**src/rtl/ram_bus_arbiter_pkg.sv**
```systemverilog
// Shared types and helpers for the data-RAM bus arbiter.
// Holds the FSM state type, default RAM window and the address range check.
package ram_bus_pkg;

  typedef enum logic {ARB, OWN} arb_state_t;

  localparam logic [31:0] DEFAULT_BASE_ADDR = 32'h1000;
  localparam int unsigned DEFAULT_RAM_WORDS = 1024;

  // Full 32-bit compare; 33-bit limit so a window ending at 4 GiB cannot wrap.
  function automatic logic in_range(input logic [31:0] addr, input logic [31:0] base,
                                    input int unsigned words);
    logic [32:0] lim;
    lim = {1'b0, base} + (33'(words) << 2);
    return (addr >= base) && ({1'b0, addr} < lim);
  endfunction

endpackage

```
**src/rtl/ram_bus_arbiter_if.sv**
```systemverilog
// Multi-master request/grant/read-return bundle for the RAM bus arbiter.
// master: the requester side; slave: the arbiter side.
interface ram_bus_arbiter_if #(
  parameter int unsigned NUM_MASTERS = 2
);
  logic [NUM_MASTERS-1:0]       req;
  logic [NUM_MASTERS-1:0]       lock;
  logic [NUM_MASTERS-1:0]       we;
  logic [NUM_MASTERS-1:0][31:0] addr;
  logic [NUM_MASTERS-1:0][31:0] wdata;
  logic [NUM_MASTERS-1:0]       gnt;
  logic [NUM_MASTERS-1:0]       rvalid;
  logic [31:0]                  rdata;
  logic                         err;

  modport master (
    output req, lock, we, addr, wdata,
    input  gnt, rvalid, rdata, err
  );

  modport slave (
    input  req, lock, we, addr, wdata,
    output gnt, rvalid, rdata, err
  );
endinterface

```
**src/rtl/ram_bus_arbiter_rr_picker.sv**
```systemverilog
// Combinational round-robin picker: one-hot grant to the first requester at or
// after ptr_i, wrapping around.
module rr_picker #(
  parameter int unsigned N  = 2,
  localparam int unsigned IW = $clog2(N)
) (
  input  logic [N-1:0]  req_i,
  input  logic [IW-1:0] ptr_i,
  output logic [N-1:0]  gnt_o,
  output logic [IW-1:0] idx_o
);

  always_comb begin
    int unsigned c;
    logic        found;
    gnt_o = '0;
    idx_o = '0;
    found = 1'b0;
    c     = 0;
    for (int unsigned off = 0; off < N; off++) begin
      c = (int'(ptr_i) + off) % N;
      if (!found && req_i[c]) begin
        found    = 1'b1;
        gnt_o[c] = 1'b1;
        idx_o    = IW'(c);
      end
    end
  end

endmodule

```
**src/rtl/ram_bus_arbiter.sv**
```systemverilog
// Shares the single-port data RAM between NUM_MASTERS requesters with
// round-robin arbitration, locked bursts, range checking and registered read return.
module ram_bus_arbiter import ram_bus_pkg::*; #(
  parameter int unsigned NUM_MASTERS = 2,
  parameter logic [31:0] BASE_ADDR   = DEFAULT_BASE_ADDR,
  parameter int unsigned RAM_WORDS   = DEFAULT_RAM_WORDS,
  parameter int unsigned MAX_BURST   = 8,
  localparam int unsigned AW = $clog2(RAM_WORDS),
  localparam int unsigned IW = $clog2(NUM_MASTERS),
  localparam int unsigned CW = $clog2(MAX_BURST + 1)
) (
  input  logic              clk_i,
  input  logic              rst_ni,
  ram_bus_arbiter_if.slave  bus,
  output logic [AW-1:0]     ram_a_o,
  output logic [31:0]       ram_d_o,
  output logic              ram_we_o,
  input  logic [31:0]       ram_spo_i
);

  arb_state_t             state_q, state_d;
  logic [IW-1:0]          rr_ptr_q, rr_ptr_d;
  logic [IW-1:0]          owner_q, owner_d;
  logic [CW-1:0]          beat_cnt_q, beat_cnt_d;
  logic [NUM_MASTERS-1:0] rvalid_q, rvalid_d;
  logic [31:0]            rdata_q, rdata_d;
  logic                   err_q, err_d;

  logic [NUM_MASTERS-1:0] pick_gnt, gnt;
  logic [IW-1:0]          pick_idx, sel_idx;
  logic [31:0]            sel_addr;
  logic                   sel_we, sel_in_range, granted;

  function automatic logic [IW-1:0] inc_ptr(input logic [IW-1:0] p);
    return (p == IW'(NUM_MASTERS - 1)) ? '0 : p + 1'b1;
  endfunction

  rr_picker #(
    .N (NUM_MASTERS)
  ) u_picker (
    .req_i (bus.req),
    .ptr_i (rr_ptr_q),
    .gnt_o (pick_gnt),
    .idx_o (pick_idx)
  );

  // Grants are masked while reset is held so gnt_o reads 0 during reset.
  always_comb begin
    state_d    = state_q;
    rr_ptr_d   = rr_ptr_q;
    owner_d    = owner_q;
    beat_cnt_d = beat_cnt_q;
    gnt        = '0;
    sel_idx    = pick_idx;
    unique case (state_q)
      ARB: begin
        if (rst_ni && (|bus.req)) begin
          gnt = pick_gnt;
          if (bus.lock[pick_idx] && (MAX_BURST > 1)) begin
            state_d    = OWN;
            owner_d    = pick_idx;
            beat_cnt_d = CW'(1);
          end else begin
            rr_ptr_d = inc_ptr(pick_idx);
          end
        end
      end
      OWN: begin
        sel_idx = owner_q;
        // The exit cycle issues no grant, even to the owner.
        if (bus.req[owner_q] && bus.lock[owner_q] && (beat_cnt_q != CW'(MAX_BURST))) begin
          gnt[owner_q] = rst_ni;
          beat_cnt_d   = beat_cnt_q + 1'b1;
        end else begin
          state_d  = ARB;
          rr_ptr_d = inc_ptr(owner_q);
        end
      end
      default: state_d = ARB;
    endcase
  end

  always_comb begin
    sel_addr     = bus.addr[sel_idx];
    sel_we       = bus.we[sel_idx];
    sel_in_range = in_range(sel_addr, BASE_ADDR, RAM_WORDS);
    granted      = |gnt;
    ram_a_o      = AW'((sel_addr - BASE_ADDR) >> 2);
    ram_d_o      = bus.wdata[sel_idx];
    ram_we_o     = granted & sel_we & sel_in_range;

    rvalid_d = '0;
    err_d    = 1'b0;
    rdata_d  = rdata_q;
    if (granted) begin
      if (!sel_we) begin
        rvalid_d = gnt;
        err_d    = !sel_in_range;
        rdata_d  = sel_in_range ? ram_spo_i : 32'h0;
      end else if (!sel_in_range) begin
        rvalid_d = gnt;
        err_d    = 1'b1;
      end
    end
  end

  always_ff @(posedge clk_i or negedge rst_ni) begin
    if (!rst_ni) begin
      state_q    <= ARB;
      rr_ptr_q   <= '0;
      owner_q    <= '0;
      beat_cnt_q <= '0;
      rvalid_q   <= '0;
      rdata_q    <= '0;
      err_q      <= 1'b0;
    end else begin
      state_q    <= state_d;
      rr_ptr_q   <= rr_ptr_d;
      owner_q    <= owner_d;
      beat_cnt_q <= beat_cnt_d;
      rvalid_q   <= rvalid_d;
      rdata_q    <= rdata_d;
      err_q      <= err_d;
    end
  end

  assign bus.gnt    = gnt;
  assign bus.rvalid = rvalid_q;
  assign bus.rdata  = rdata_q;
  assign bus.err    = err_q;

endmodule

```
**src/flat_wrapper.sv**
```systemverilog
// flat-port wrapper written by rule: the top's interface ports become plain ports
module ram_bus_arbiter_flat import ram_bus_pkg::*;
#(
  parameter int unsigned NUM_MASTERS = 2,
  parameter logic [31:0] BASE_ADDR   = DEFAULT_BASE_ADDR,
  parameter int unsigned RAM_WORDS   = DEFAULT_RAM_WORDS,
  parameter int unsigned MAX_BURST   = 8,
  localparam int unsigned AW = $clog2(RAM_WORDS),
  localparam int unsigned IW = $clog2(NUM_MASTERS),
  localparam int unsigned CW = $clog2(MAX_BURST + 1)
)
  (clk_i, rst_ni, ram_a_o, ram_d_o, ram_we_o, ram_spo_i, bus_req, bus_lock, bus_we, bus_addr, bus_wdata, bus_gnt, bus_rvalid, bus_rdata, bus_err);
  ram_bus_arbiter_if #(.NUM_MASTERS(NUM_MASTERS)) bus_i ();
  input  logic clk_i;
  input  logic rst_ni;
  output logic [AW-1:0] ram_a_o;
  output logic [31:0] ram_d_o;
  output logic ram_we_o;
  input  logic [31:0] ram_spo_i;
  input wire logic [$bits(bus_i.req)-1:0] bus_req;
  input wire logic [$bits(bus_i.lock)-1:0] bus_lock;
  input wire logic [$bits(bus_i.we)-1:0] bus_we;
  input wire logic [$bits(bus_i.addr)-1:0] bus_addr;
  input wire logic [$bits(bus_i.wdata)-1:0] bus_wdata;
  output wire logic [$bits(bus_i.gnt)-1:0] bus_gnt;
  output wire logic [$bits(bus_i.rvalid)-1:0] bus_rvalid;
  output wire logic [$bits(bus_i.rdata)-1:0] bus_rdata;
  output wire logic [$bits(bus_i.err)-1:0] bus_err;
  assign bus_i.req = bus_req;
  assign bus_i.lock = bus_lock;
  assign bus_i.we = bus_we;
  assign bus_i.addr = bus_addr;
  assign bus_i.wdata = bus_wdata;
  assign bus_gnt = bus_i.gnt;
  assign bus_rvalid = bus_i.rvalid;
  assign bus_rdata = bus_i.rdata;
  assign bus_err = bus_i.err;
  ram_bus_arbiter #(.NUM_MASTERS(NUM_MASTERS), .BASE_ADDR(BASE_ADDR), .RAM_WORDS(RAM_WORDS), .MAX_BURST(MAX_BURST)) u_core (.clk_i(clk_i), .rst_ni(rst_ni), .bus(bus_i), .ram_a_o(ram_a_o), .ram_d_o(ram_d_o), .ram_we_o(ram_we_o), .ram_spo_i(ram_spo_i));
endmodule
```
**config.mk**
```make
export PLATFORM = sky130hd
export DESIGN_NAME = ram_bus_arbiter_flat
export DESIGN_NICKNAME = d
export VERILOG_FILES = /design/src/rtl/ram_bus_arbiter_pkg.sv /design/src/rtl/ram_bus_arbiter_if.sv /design/src/rtl/ram_bus_arbiter_rr_picker.sv /design/src/rtl/ram_bus_arbiter.sv /design/src/flat_wrapper.sv
export SDC_FILE = /design/constraint.sdc
export NUM_CORES = 1
export LEC_CHECK = 0
export BUFFER_PORTS_ARGS = -buffer_cell sky130_fd_sc_hd__buf_2
export CORE_AREA = 2 2 96 98
export DETAILED_ROUTE_END_ITERATION = 10
export DIE_AREA = 0 0 98 100
export PLACE_DENSITY_LB_ADDON = 0.15
export SLEW_MARGIN = 20
export SYNTH_ARGS = -nofsm -noshare
export SYNTH_HDL_FRONTEND = slang
export SYNTH_HIERARCHICAL = 1
export SYNTH_SLANG_ARGS = --single-unit
```
**constraint.sdc**
```tcl
create_clock -name clk_i -period 2.1 [get_ports clk_i]
set_input_delay 0.315 -clock clk_i [delete_from_list [all_inputs] [get_ports clk_i]]
set_output_delay 0.315 -clock clk_i [all_outputs]
set_load 0.005 [all_outputs]
```
-- Word level (Yosys, flattened, before mapping)
Index checks and enable logic that the tools add are counted.
- memory bits (writable): 0
- ROM bits: 0
- latch bits: 0
- memories: 0
- flip-flop bits (word level): 42
- input port bits: 168
- output and inout port bits: 80
- word-level logic and storage cells: 102
- reduce and logical (&&, ||, !) cells: 16
- eq/ne operators: 6
- add/sub/neg operators: 5
- shift-type cells: 0
- multipliers: 0
- multiplexer cells: 52
- div/mod/pow operators: 0
- $lt $le $gt $ge: 10
- bitwise operators: 6
- operators with widths (cell ; count):
    32-bit 2-to-1 mux ; 5
    32-bit by 13-bit greater-or-equal comparator with 1-bit output, second input constant ; 1
    32-bit by 14-bit less-than comparator with 1-bit output, second input constant ; 1
    1-bit 2-to-1 mux ; 30
    2-bit 2-to-1 mux ; 7
    4-bit 2-to-1 mux ; 3
    12-bit by 1-bit subtractor with 12-bit output, second input constant ; 1
    1-bit by 2-bit less-than comparator with 1-bit output, second input constant ; 5
    3-bit AND reduction ; 3
    1-bit logical AND ; 8
    4-bit one-hot mux with 2 select lines ; 1
    2-bit != test, second input constant ; 3
    4-bit by 1-bit adder with 4-bit output, second input constant ; 1
    2-bit by 1-bit != test with 1-bit output, second input constant ; 2
    4-bit != test, second input constant ; 1
    1-bit one-hot mux with 2 select lines ; 2
    2-bit one-hot mux with 2 select lines ; 1
    2-bit OR reduction ; 2
    1-bit adder, second input constant ; 3
    1-bit demux with 1-bit select ; 3
    1-bit greater-or-equal comparator, second input constant ; 3
    1-bit bitwise AND ; 2
    2-bit bitwise AND ; 1
    1-bit zero test ; 2
    3 further kinds ; 4

-- Logic depth before layout (Yosys ltp)
Gate-level depths: netlist (run 1).
- word-level depth: 14
- depth in mapped cells: 8
- depth with buffers taken out: 7

-- Hierarchy
Netlist (run 1), hierarchy kept.
- modules (own cells, without submodules) (module ; cells an instance ; sequential area each (µm²) ; instances ; area an instance (µm²)):
    ram_bus_arbiter ; 260 ; 1051.0 ; 1 ; 2478.6
    rr_picker ; 4 ; 0.0 ; 1 ; 30.0

-- Worst setup path before layout (run 1)
Ideal clock, no wire load.
- kind: reg2out
- start: reg u_core.rr_ptr_q
- end: out ram_a_o[9]
- required time: 1785 ps
- data arrival time: 1662 ps
- stages on the path, launching flop included: 6
- path buffers: 1
- slack: 123 ps
- path through: dfrtp_1 > inv_1 > a21boi_1 > mux2i_2 > clkbuf_1 > mux2_2
- longest elaborated chain between the ends: 10
- elaborated cells between the ends (all ways): 14
- those cells by class: add/sub: 2; mux: 10; reduce/logical: 2
- ends and longest elaborated chain (item ; line ; source):
    start, declared ; ram_bus_arbiter.sv:22 ; logic [IW-1:0] rr_ptr_q, rr_ptr_d;
    start signal, assigned ; ram_bus_arbiter.sv:118 ; rr_ptr_q <= rr_ptr_d;
    1-bit 2-to-1 mux (not written as such) (2 in series) ; ram_bus_arbiter_rr_picker.sv:22 ; if (!found && req_i[c]) begin
    1-bit 2-to-1 mux ; ram_bus_arbiter_rr_picker.sv:22 ;
    1-bit zero test ; ram_bus_arbiter_rr_picker.sv:22 ;
    1-bit logical AND ; ram_bus_arbiter_rr_picker.sv:22 ;
    1-bit 2-to-1 mux (*) ; ram_bus_arbiter_rr_picker.sv:22 ;
    via u_core.pick_idx ; ram_bus_arbiter.sv:30 ; logic [IW-1:0] pick_idx, sel_idx;
    1-bit 2-to-1 mux (*) ; ram_bus_arbiter.sv:55 ; unique case (state_q)
    32-bit 2-to-1 mux (not written as such) (*) (2 in series) ; ram_bus_arbiter.sv:84 ; sel_addr = bus.addr[sel_idx];
    12-bit by 1-bit subtractor with 12-bit output (*) ; ram_bus_arbiter.sv:88 ; ram_a_o = AW'((sel_addr - BASE_ADDR) >> 2);
    end, declared ; flat_wrapper.sv:16 ; output logic [AW-1:0] ram_a_o;
Mark *: on every way through the listed nets, which the timed path passes. The rest lies on a longest branch. The select of a mux whose other input is x is not followed.

-- Final worst setup path (run 1)
- start: reg u_core.rr_ptr_q
- end: out ram_d_o[10]
- longest elaborated chain between the ends: 9
- elaborated cells between the ends (all ways): 13
- those cells by class: add/sub: 1; mux: 10; reduce/logical: 2
- ends and longest elaborated chain (item ; line ; source):
    1-bit 2-to-1 mux (not written as such) (2 in series) ; ram_bus_arbiter_rr_picker.sv:22 ;
    1-bit 2-to-1 mux ; ram_bus_arbiter_rr_picker.sv:22 ;
    1-bit zero test ; ram_bus_arbiter_rr_picker.sv:22 ;
    1-bit logical AND ; ram_bus_arbiter_rr_picker.sv:22 ;
    1-bit 2-to-1 mux (*) ; ram_bus_arbiter_rr_picker.sv:22 ;
    via u_core.pick_idx ; ram_bus_arbiter.sv:30 ;
    1-bit 2-to-1 mux (*) ; ram_bus_arbiter.sv:55 ;
    32-bit 2-to-1 mux (not written as such) (*) (2 in series) ; ram_bus_arbiter.sv:89 ; ram_d_o = bus.wdata[sel_idx];
    end, declared ; flat_wrapper.sv:17 ; output logic [31:0] ram_d_o;
Marks and branches as above.

==> results.txt, run 1 <==
Total GRT Usage: 17.7%
First-pass GRT wire length: 13.8 mm
Ys flop type: dfrtp_1
Crit-path max cell delay: 0.40 ns
Worst Setup Path Type: reg2out
P_leak: 2.34 nW
Synth top area share: 41.9%
Setup ws final: -0.0939 ns
Initial antenna violation count: 0
Reg clk slew, reported paths: 0.08 ns
Length of routed met2 wiring: 4.91 mm
First-pass iteration count of the detailed router: 4
Comb pwr share: 45.7%
VDD IR max: 222 uV
Peak Freq: 456 MHz
Setup_tns: -2.20 ns
Metal-1 WL: 3.82 mm
Sequential area share after synthesis: 41.9%
CTS H-tree depth: 2
Internal power: 0.00182 W
Warnings, synthesis: 6
Mapped Area: 2510 um2
Synth area leaders: dfrtp_1 42%, mux2_2 20%, o21ai_0 7.2%, nand2_1 6.3%, o21ai_1 6.0%
CTS Sinks: 42
Worst EP arrival: 1.88 ns
Failing checks: setup timing
Area growth, synth to finish: 75.9%
Max Cap Viol: 0
Dpl ws: 0.0225 ns
Avg Inst Size Synth: 9.50 um2
CTS Root Cell: clkbuf_8
Sw Pwr: 0.000810 W
Part of the cycle the worst path needs: 104%
Final Hold Viols: 0
Avg WL per Cell: 14.8 um
Final Max Slew Viols: 0
#FFs+latches synth: 42
Drt drc: 0
Met3 WL: 697 um
Max clock buf depth: 2
CTS tree: yes
Worst path required time: 1.78 ns
Post-DP HPWL: 7.28 mm
Power share of the clock group: 21.2%
Count of different cell masters after synthesis: 36
Hold slack: 0.234 ns
Cell row count: 35
Sequential share of power: 33.1%
Port Buffers: 243
Max FO, Critical Path: 9
Unrepaired setup endpoints after global routing: yes
Startpoint Class: flop
Nets: 700
Clk_skew: 0.00615 ns
Antenna Violating Nets Remaining: 0
Top Ports: 248
CP Capture Type: output port
# setup viols final: 41
Initial Util: 28.2%
Via count: 3013
Number of global-route vias before repair: 2861
Fin crit period: 2.19 ns
Die ar.: 9800 um2
Largest net degree at the start of global routing: 35
Gr ovfl total: 0
Final RePlAce weighted congestion: 0.833
Post-synth ARST share: 100%
Syn nets: 434
Worst-Margin Slew: 0.449 ns
Slew headroom: 70.1%
Worst path buffer plus inverter count: 4
Worst skew pair latency: 0.30 ns
Die width: 98 um
Chip height: 100 um
EDFF count, synth: 0
Filler cell count: 893
Mapped Cells: 264
Sw Share: 30.7%
Antenna Cells: 0
Slowest stage cell, crit path: dfrtp_1
Cts bufs inserted: 5
Routed WL: 9.53 mm
PD cells: 597 nW/um2
Outcome: finished with violations
Top Family by Delay on Critical Path: multiplexers
Max Used Layer: met4
Ratio of cells with drive above 1 in the final layout: 64.2%
Initial DRC count: 117
Worst path cell trace: inv_2 -> a21boi_4 -> mux2i_4 -> buf_6 -> buf_12 -> mux2_2 -> buf_2
Yosys top cell by area: dfrtp_1
CORE AREA: 8890 um2
Worst min path class: in2reg
Vias per cell: 4.69
==> worst register-to-register path: stages, from the launching register on <==
cell and delay (ns):
dfrtp_1 0.40, inv_2 0.08, a21boi_4 0.06, mux2i_4 0.24, buf_6 0.15, mux2_2 0.35, or2_4 0.40, o21ai_0 0.22
==> Yosys cell counts, types with 2 or more instances <==
cell	number
a21boi_1	2
a21oi_1	4
and2_1	2
buf_2	4
buf_6	3
clkbuf_1	10
dfrtp_1	42
ha_1	2
inv_1	3
mux2_2	44
nand2_1	42
nand3_1	2
nand4_1	2
nand4b_1	2
nor2_1	6
nor4_1	8
nor4b_1	2
o21ai_0	36
o21ai_1	30
or2_2	2
==> layout by cell type, fill, tap and decap left out, types with 4 or more instances in the layout <==
cell	n
o21ai_0	35
buf_2	225
o21ai_1	30
dfrtp_1	41
nor4_1	8
nor2_1	6
buf_6	23
clkbuf_8	6
mux2_2	26
mux2_4	18
buf_4	23
nand2_1	42
a21oi_1	4
==> power by group through the flow <==
| stage | logic (W) | registers [W] | clock network, W |
|---|---|---|---|
| 2_1_floorplan | 0.000449 | 0.000888 | 0 |
| 3_5_place_dp | 0.000913 | 0.000892 | 0 |
| 3_3_place_gp | 0.000907 | 0.000891 | 0 |
| 4_1_cts | 0.00106 | 0.000871 | 0.000574 |
| 6_report | 0.00120 | 0.000873 | 0.000559 |
| 5_1_grt | 0.00129 | 0.000879 | 0.000612 |
==> final cells by class <==
cell class                      count  area (um2)  area share, %
Sequential cell                    42        1050           23.8
Timing Repair Buffer              276        1660           37.7
Tap cell                          111         139           3.15
Inverter                            3        11.3          0.255
Clock buffer                        6        82.6           1.87
Clock inverter                      2        12.5          0.284
Multi-Input combinational cell    202        1450           32.9
==> worst paths after layout <==
| check | end | start | slack [ns] | cells after the start |
|---|---|---|---|---|
| max | ram_d_o[10] | u_core/rr_ptr_q | -0.09 | 7 |
| min | u_core/bus.rdata[2] | ram_spo_i[2] | 0.23 | 3 |
| max reg2reg | u_core/bus.rdata[3] | u_core/rr_ptr_q | 0.12 | 7 |
| min reg2reg | u_core/bus.rdata[4] | u_core/bus.rdata[4] | 0.51 | 2 |
| max in group asynchronous | u_core/owner_q | rst_ni | 0.92 | 4 |
| min in group asynchronous | u_core/bus.rdata[2] | rst_ni | 0.48 | 3 |
==> kinds of logic (layout without fill, tap and decap cells) <==
| group | after synthesis | count (layout) | share of synthesized area [%] |
|---|---|---|---|
| compound gates | 79 | 79 | 17.8 |
| mux | 46 | 46 | 20.7 |
| fa+ha+maj | 2 | 2 | 0.997 |
| xor+xnor | 2 | 2 | 0.698 |
| buf+inv | 20 | 287 | 4.09 |
| simple gates | 73 | 73 | 13.9 |
| flops | 42 | 42 | 41.9 |
==> state kept, by name (all words and copies together) (netlist names) <==
register,cells
u_core/bus.rdata,32
u_core/rr_ptr_q,1
u_core/state_q,1
u_core/bus.rvalid,2
u_core/beat_cnt_q,4
u_core/bus.err,1
u_core/owner_q,1
==> routing by layer <==
metal	vias to the layer above	track usage [%]
met3	9	3.41
met1	1388	22.4
met2	140	30.5
li1	1476	-
met4	0	5.56
met5	-	0
==> repair_timing <==
item                       4_1_cts  5_1_grt
buffers inserted                 6        5
setup endpoints to repair       45       47
hold endpoints to repair         8        0
hold buffers                     1        0
pin swaps                        1        4
gates cloned                     2        0
gates resized for setup         13       41
==> metrics by stage <==
| stage | cells | utilization [%] | area, um2 | power (W) |
|---|---|---|---|---|
| after floorplan | 264 | - | 2510 | 0.00134 |
| after global placement | 620 | 44.3 | 3940 | 0.00180 |
| after detailed placement | 620 | 44.3 | 3940 | 0.00181 |
| after CTS | 637 | 47.0 | 4180 | 0.00250 |
| after global routing | 642 | 49.6 | 4410 | 0.00278 |
| final | 642 | 49.6 | 4410 | 0.00263 |
Note: power is estimated with default switching activity, not from simulation.
==> run 2, diff against run 1 <==
--- a/config.mk
+++ b/config.mk
@@ -10,6 +10,7 @@
 export DETAILED_ROUTE_END_ITERATION = 10
 export DIE_AREA = 0 0 98 100
 export PLACE_DENSITY_LB_ADDON = 0.15
+export SETUP_SLACK_MARGIN = 0.2
 export SLEW_MARGIN = 20
 export SYNTH_ARGS = -nofsm -noshare
 export SYNTH_HDL_FRONTEND = slang
==> run 2 against run 1 <==
The flow still finishes with violations (setup timing). Via count is 3.8% higher. Die area stayed put. Critical path type unchanged. Cell area is 15% higher. Fmax is 0.38% lower. Largest cell class unchanged. Hold slack worse by 0.063 ns. Sequential power hardly changed. Sequential share of layout area is 3.2 points lower. Setup slack worse by 0.0084 ns. Routed wire length is 9.9% higher. Power is 1.5% higher.
==> results.txt, run 2 (synthesized netlist as in run 1, its figures left out) <==
Total GRT Usage: 20.0% (+2.4 points)
Final Hold Viols: 0 (unchanged)
Worst path required time: 1.78 ns (about the same)
Worst-Margin Slew: 0.548 ns (+0.0988 ns)
Antenna Cells: 0 (unchanged)
Worst Setup Path Type: reg2out
Max FO, Critical Path: 5 (-4)
Die width: 98 um (unchanged)
Setup ws final: -0.102 ns (-0.00844 ns)
Peak Freq: 454 MHz (-0.38%)
Initial DRC count: 77 (-34%)
Outcome: finished with violations
Vias per cell: 4.70 (+0.19%)
Reg clk slew, reported paths: 0.08 ns (about the same)
GR Util met2: 36.4% (+5.9 points)
Part of the cycle the worst path needs: 105% (+0.40 points)
PD cells: 525 nW/um2 (-12%)
Gr ovfl total: 0 (unchanged)
Area growth, synth to finish: 103%
Final RePlAce weighted congestion: 0.799 (-4.1%)
Drt drc: 0 (unchanged)
Worst skew pair latency: 0.30 ns (about the same)
Clk_skew: 0.00864 ns (+0.00249 ns)
Post-layout util: 57.3% (+7.6 points)
Nets: 723 (+3.3%)
CTS H-tree depth: 2 (unchanged)
CTS Root Cell: clkbuf_8
Max clock buf depth: 2 (unchanged)
Hold slack: 0.171 ns (-0.0630 ns)
Initial Util: 28.2% (unchanged)
VDD IR max: 224 uV (+1.1%)
Final Max Slew Viols: 0 (unchanged)
Setup_tns: -2.09 ns (+0.103 ns)
Reg area: 1050 um2 (unchanged)
Filler cell count: 768 (-14%)
# setup viols final: 46 (+12%)
GR Util met3: 3.90% (+0.49 points)
First-pass iteration count of the detailed router: 4 (unchanged)
Commonest cells after routing, fill and taps aside: 228 x buf_2, 41 x dfrtp_1, 33 x o21ai_0
Cts bufs inserted: 5 (unchanged)
Reg2Reg Setup Slack: -0.01 ns (-0.13 ns)
CP Capture Type: output port
Ratio of cells with drive above 1 in the final layout: 77.6% (+13 points)
Max FFs per register: 32 (unchanged)
Unrepaired setup endpoints after global routing: yes
Worst EP arrival: 1.89 ns (about the same)
Fin crit period: 2.20 ns (+0.00844 ns)
Cell row count: 35 (unchanged)
Post-DP HPWL: 7.64 mm (+4.8%)
Slew headroom: 63.5% (-6.6 points)
P_leak: 2.79 nW (+19%)
Startpoint Class: flop
Number of global-route vias before repair: 3257 (+14%)
Avg WL per Cell: 15.7 um (+6.1%)
Antenna Violating Nets Remaining: 0 (unchanged)
CTS tree: yes
Die ar.: 9800 um2 (unchanged)
Chip height: 100 um (unchanged)
Design Area, Final: 5090 um2 (+15%)
First-pass GRT wire length: 15.7 mm (+13%)
Top Ports: 248 (unchanged)
Placement-stage cell area: 3960 um2 (+0.51%)
CTS Sinks: 42 (unchanged)
CORE AREA: 8890 um2 (unchanged)
Initial antenna violation count: 0 (unchanged)
Routed WL: 10.5 mm (+9.9%)
Worst min path class: in2async
Most common cell after layout, fill and taps aside: buf_2
Busiest grt layer: met2
Max Cap Viol: 0 (unchanged)
Port Buffers: 243 (unchanged)
Failing checks: setup timing
Met1 Track Usage GR: 23.0% (+0.58 points)
Largest net degree at the start of global routing: 43 (+23%)
Multi-input logic area: 1790 um2 (+23%)
Hold buffer count at cts: 0 (-1)
Via count: 3127 (+3.8%)
-- run 2: cell types whose count changed in the layout (fill, tap and decap cells not counted), sizes merged --
cell	before	now
buf	275	297
clkbuf	6	7
dlygate4sd3	1	0
or2	3	4
-- run 2: path summary, 6_finish.rpt --
check	start	end	cells after the start
min reg2reg	u_core/bus.rdata[23]	u_core/bus.rdata[23]	2
max in group asynchronous	rst_ni	u_core/owner_q	2
min	rst_ni	u_core/bus.rdata[12]	2
max reg2reg	u_core/rr_ptr_q	u_core/bus.rdata[7]	14
min in group clk_i	ram_spo_i[19]	u_core/bus.rdata[19]	3
max	u_core/rr_ptr_q	ram_we_o	8
-- run 2: timing repair --
item	in CTS	in global routing
buffers inserted	20	8
pin swaps	53	37
setup endpoints to repair	77	81
gates cloned	7	1
gates resized for setup	102	63
-- run 2: layer usage --
layer	vias to the layer above	part of all wire (%)	routed length, um
li1	1529	-	-
met1	1440	37	3920
met2	140	53	5560
met3	18	7.0	737
met4	0	2.4	252
met5	-	0	0
-- run 2: area by class of cell --
cell class / instances / share of cell area (%)
Timing Repair Buffer: 298 / 39.4
Multi-Input combinational cell: 203 / 35.2
Sequential cell: 42 / 20.7
Tap cell: 111 / 2.73
Clock buffer: 6 / 1.62
Clock inverter: 2 / 0.246
Inverter: 3 / 0.221
-- run 2: stage by stage --
step	cells	setup slack, ns	power [W]
finish	665	-0.102	0.00267
global route	665	-0.243	0.00282
CTS	656	-0.126	0.00261
detailed placement	621	-0.0243	0.00180
global placement	621	0.0282	0.00179
floorplan	264	0.211	0.00134
-- run 2: critical path, stage by stage, from the launching register on --
cell      delay, ns
dfrtp_1        0.39
inv_2          0.09
a21boi_4       0.06
mux2i_4        0.21
buf_6          0.21
mux2_4         0.35
nand2_1        0.09
nor2_1         0.05
buf_2          0.15
-- run 2: power breakdown --
group / total, W / switching [W] / internal [W] / leakage, nW
Combinational: 0.00125 / 0.000517 / 0.000729 / 2.17
Sequential: 0.000876 / 0.0000297 / 0.000846 / 0.574
Clock: 0.000552 / 0.000287 / 0.000264 / 0.0472
Total: 0.00267 / 0.000834 / 0.00184 / 2.79
==> run 3, diff against run 2 <==
--- a/config.mk
+++ b/config.mk
@@ -6,12 +6,11 @@
 export NUM_CORES = 1
 export LEC_CHECK = 0
 export BUFFER_PORTS_ARGS = -buffer_cell sky130_fd_sc_hd__buf_2
-export CORE_AREA = 2 2 96 98
+export CORE_MARGIN = 5
+export CORE_UTILIZATION = 33
 export DETAILED_ROUTE_END_ITERATION = 10
-export DIE_AREA = 0 0 98 100
 export PLACE_DENSITY_LB_ADDON = 0.15
 export SETUP_SLACK_MARGIN = 0.2
-export SLEW_MARGIN = 20
 export SYNTH_ARGS = -nofsm -noshare
 export SYNTH_HDL_FRONTEND = slang
 export SYNTH_HIERARCHICAL = 1
==> run 3 against run 2 <==
The run still ends with setup timing left. Routed wire length grew 11%. Final cell count shrank 2.9%. Clock power grew 41%. Clock-buffer cell count shrank 1. Fmax shrank 0.74%. Sequential share of layout area grew 0.90 points. Non-clock buffer count shrank 8. Cell area shrank 4.3%. Hold slack lost 0.15 ns. Highest routed layer unchanged.
==> results.txt, run 3 (synthesized netlist as in run 1, its figures left out) <==
Antenna Violating Nets Remaining: 0 (unchanged)
Max FO, Critical Path: 10 (+5)
Design Area, Final: 4870 um2 (-4.3%)
Slowest stage cell, crit path: dfrtp_1
Worst R2R Start: u_core/rr_ptr_q
P_leak: 2.67 nW (-4.2%)
Max Cap Viol: 0 (unchanged)
Initial Util: 34.2% (+6.0 points)
Final Max Slew Viols: 0 (unchanged)
Clk_skew: 0.00629 ns (-0.00235 ns)
Commonest cells after routing, fill and taps aside: 230 x buf_2, 42 x dfrtp_1, 29 x mux2_2
Met3 WL: 980 um (+33%)
Max clock buf depth: 2 (unchanged)
Worst Setup SP: u_core/rr_ptr_q
VDD IR max: 337 uV (+50%)
PD cells: 584 nW/um2 (+11%)
Unrepaired setup endpoints after global routing: yes
Worst Setup Path Type: reg2out
Vias per cell: 5.00 (+6.2%)
Setup ws final: -0.119 ns (-0.0165 ns)
Gr ovfl total: 0 (unchanged)
Via count: 3227 (+3.2%)
Length of routed met2 wiring: 5.98 mm (+7.5%)
First-pass iteration count of the detailed router: 4 (unchanged)
Hold slack: 0.0161 ns (-0.155 ns)
Placement-stage cell area: 3920 um2 (-1.0%)
Die width: 97.2 um (-0.83%)
Startpoint Class: flop
Cts bufs inserted: 5 (unchanged)
CP Capture Type: output port
Reg2Reg Setup Slack: -0.06 ns (-0.05 ns)
Worst EP arrival: 1.90 ns (about the same)
Avg WL per Cell: 18.0 um (+15%)
Worst min path class: in2async
CTS tree: yes
Cell row count: 31 (-11%)
CORE AREA: 7330 um2 (-18%)
Die ar.: 9450 um2 (-3.6%)
Slew headroom: 66.9% (+3.4 points)
Part of the cycle the worst path needs: 106% (+0.79 points)
Reg clk slew, reported paths: 0.09 ns (about the same)
CTS H-tree depth: 2 (unchanged)
Ratio of cells with drive above 1 in the final layout: 75.7% (-1.9 points)
Post-DP HPWL: 8.44 mm (+11%)
# setup viols final: 45 (-2.2%)
Worst path cell trace: inv_2 -> a21boi_4 -> mux2i_4 -> buf_6 -> buf_8 -> mux2_2 -> buf_2
Outcome: finished with violations
Most common cell after layout, fill and taps aside: buf_2
Area growth, synth to finish: 94.2%
Worst-Margin Slew: 0.495 ns (-0.0529 ns)
Routed WL: 11.6 mm (+11%)
Antenna Cells: 0 (unchanged)
Final RePlAce weighted congestion: 0.868 (+8.7%)
Initial antenna violation count: 0 (unchanged)
Drt drc: 0 (unchanged)
Max Used Layer: met4
Initial DRC count: 95 (+23%)
Fin crit period: 2.22 ns (+0.0165 ns)
Reg2reg path depth: 13 (-1)
Chip height: 97.2 um (-2.8%)
Crit Reg-Reg Endpoint: u_core/bus.rvalid[0]
End of the critical path: ram_d_o[25]
Max FFs per register: 32 (unchanged)
Final Hold Viols: 0 (unchanged)
Crit-path max cell delay: 0.40 ns (about the same)
Peak Freq: 451 MHz (-0.74%)
Port Buffers: 243 (unchanged)
CTS Sinks: 42 (unchanged)
Top Ports: 248 (unchanged)
First-pass GRT wire length: 16.5 mm (+5.4%)
Nets: 716 (-0.97%)
Number of global-route vias before repair: 3281 (+0.74%)
Metal-1 WL: 4.45 mm (+13%)
Worst skew pair latency: 0.30 ns (about the same)
Total GRT Usage: 21.4% (+1.4 points)
CTS Root Cell: clkbuf_8
Largest net degree at the start of global routing: 34 (-21%)
Worst path required time: 1.78 ns (about the same)
Failing checks: setup timing
==> run 3: cell types whose count changed in the layout (fill, tap and decap cells not counted), sizes merged <==
cell,change
buf,-13
bufinv,+2
clkbuf,+1
clkinvlp,-1
dlygate4sd3,+3
or2,+1
==> run 3: metrics by stage <==
| stage | TNS, ns | setup slack (ns) | util [%] | std cells | total power, W |
|---|---|---|---|---|---|
| final | -1.96 | -0.119 | 66.4 | 646 | 0.00284 |
| after global placement | -0.102 | -0.0273 | 53.4 | 609 | 0.00178 |
| after detailed placement | -0.122 | -0.0321 | 53.4 | 609 | 0.00179 |
| after CTS | -2.86 | -0.114 | 59.1 | 633 | 0.00271 |
| after global routing | -6.01 | -0.214 | 66.4 | 646 | 0.00298 |
| after floorplan | 0 | 0.211 | - | 264 | 0.00134 |
==> run 3: power by group <==
group | internal (W) | switching (W)
clock | 0.000476 | 0.000302
combinational | 0.000668 | 0.000519
sequential | 0.000846 | 0.0000337
==> run 3: cell type report <==
cell class | instances | area (um2)
Timing Repair Buffer | 290 | 1800
Clock buffer | 5 | 68.8
Clock inverter | 3 | 68.8
Sequential cell | 42 | 1050
Tap cell | 99 | 124
Fill cell | 592 | 2460
Multi-Input combinational cell | 204 | 1750
Inverter | 3 | 11.3
==> run 3: how the worst min path moves through the flow <==
stage            from                    to  slack (ns)  depth (start not counted)
6_report       rst_ni  u_core/bus.rdata[19]        0.02                          2
5_1_grt        rst_ni  u_core/bus.rdata[20]        0.04                          2
4_1_cts        rst_ni  u_core/bus.rdata[16]        0.02                          2
3_5_place_dp   rst_ni       u_core/rr_ptr_q        0.31                          2
3_3_place_gp   rst_ni       u_core/rr_ptr_q        0.31                          2
2_1_floorplan  rst_ni  u_core/beat_cnt_q[0]        0.02                          0
==> run 3: worst max-delay path: cells and delay by family (launching register included) <==
family	cells	cell delay, ns
AOI/OAI and AO/OA	1	0.07
muxes	2	0.61
DFF	1	0.40
buffers and inverters	4	0.52
==> run 3: per-layer routing <==
layer | up-vias | global-route usage, %
met5 | - | 0
met4 | 0 | 6.16
met3 | 20 | 7.75
met2 | 148 | 36.7
met1 | 1533 | 25.1
li1 | 1526 | -
==> run 3: repair_timing <==
action	CTS	global route
hold buffers	3	0
pin swaps	40	68
endpoints found under the hold margin	17	0
cloned	0	6
resized for setup	48	116
buffers inserted	13	7
setup endpoints to repair	79	79
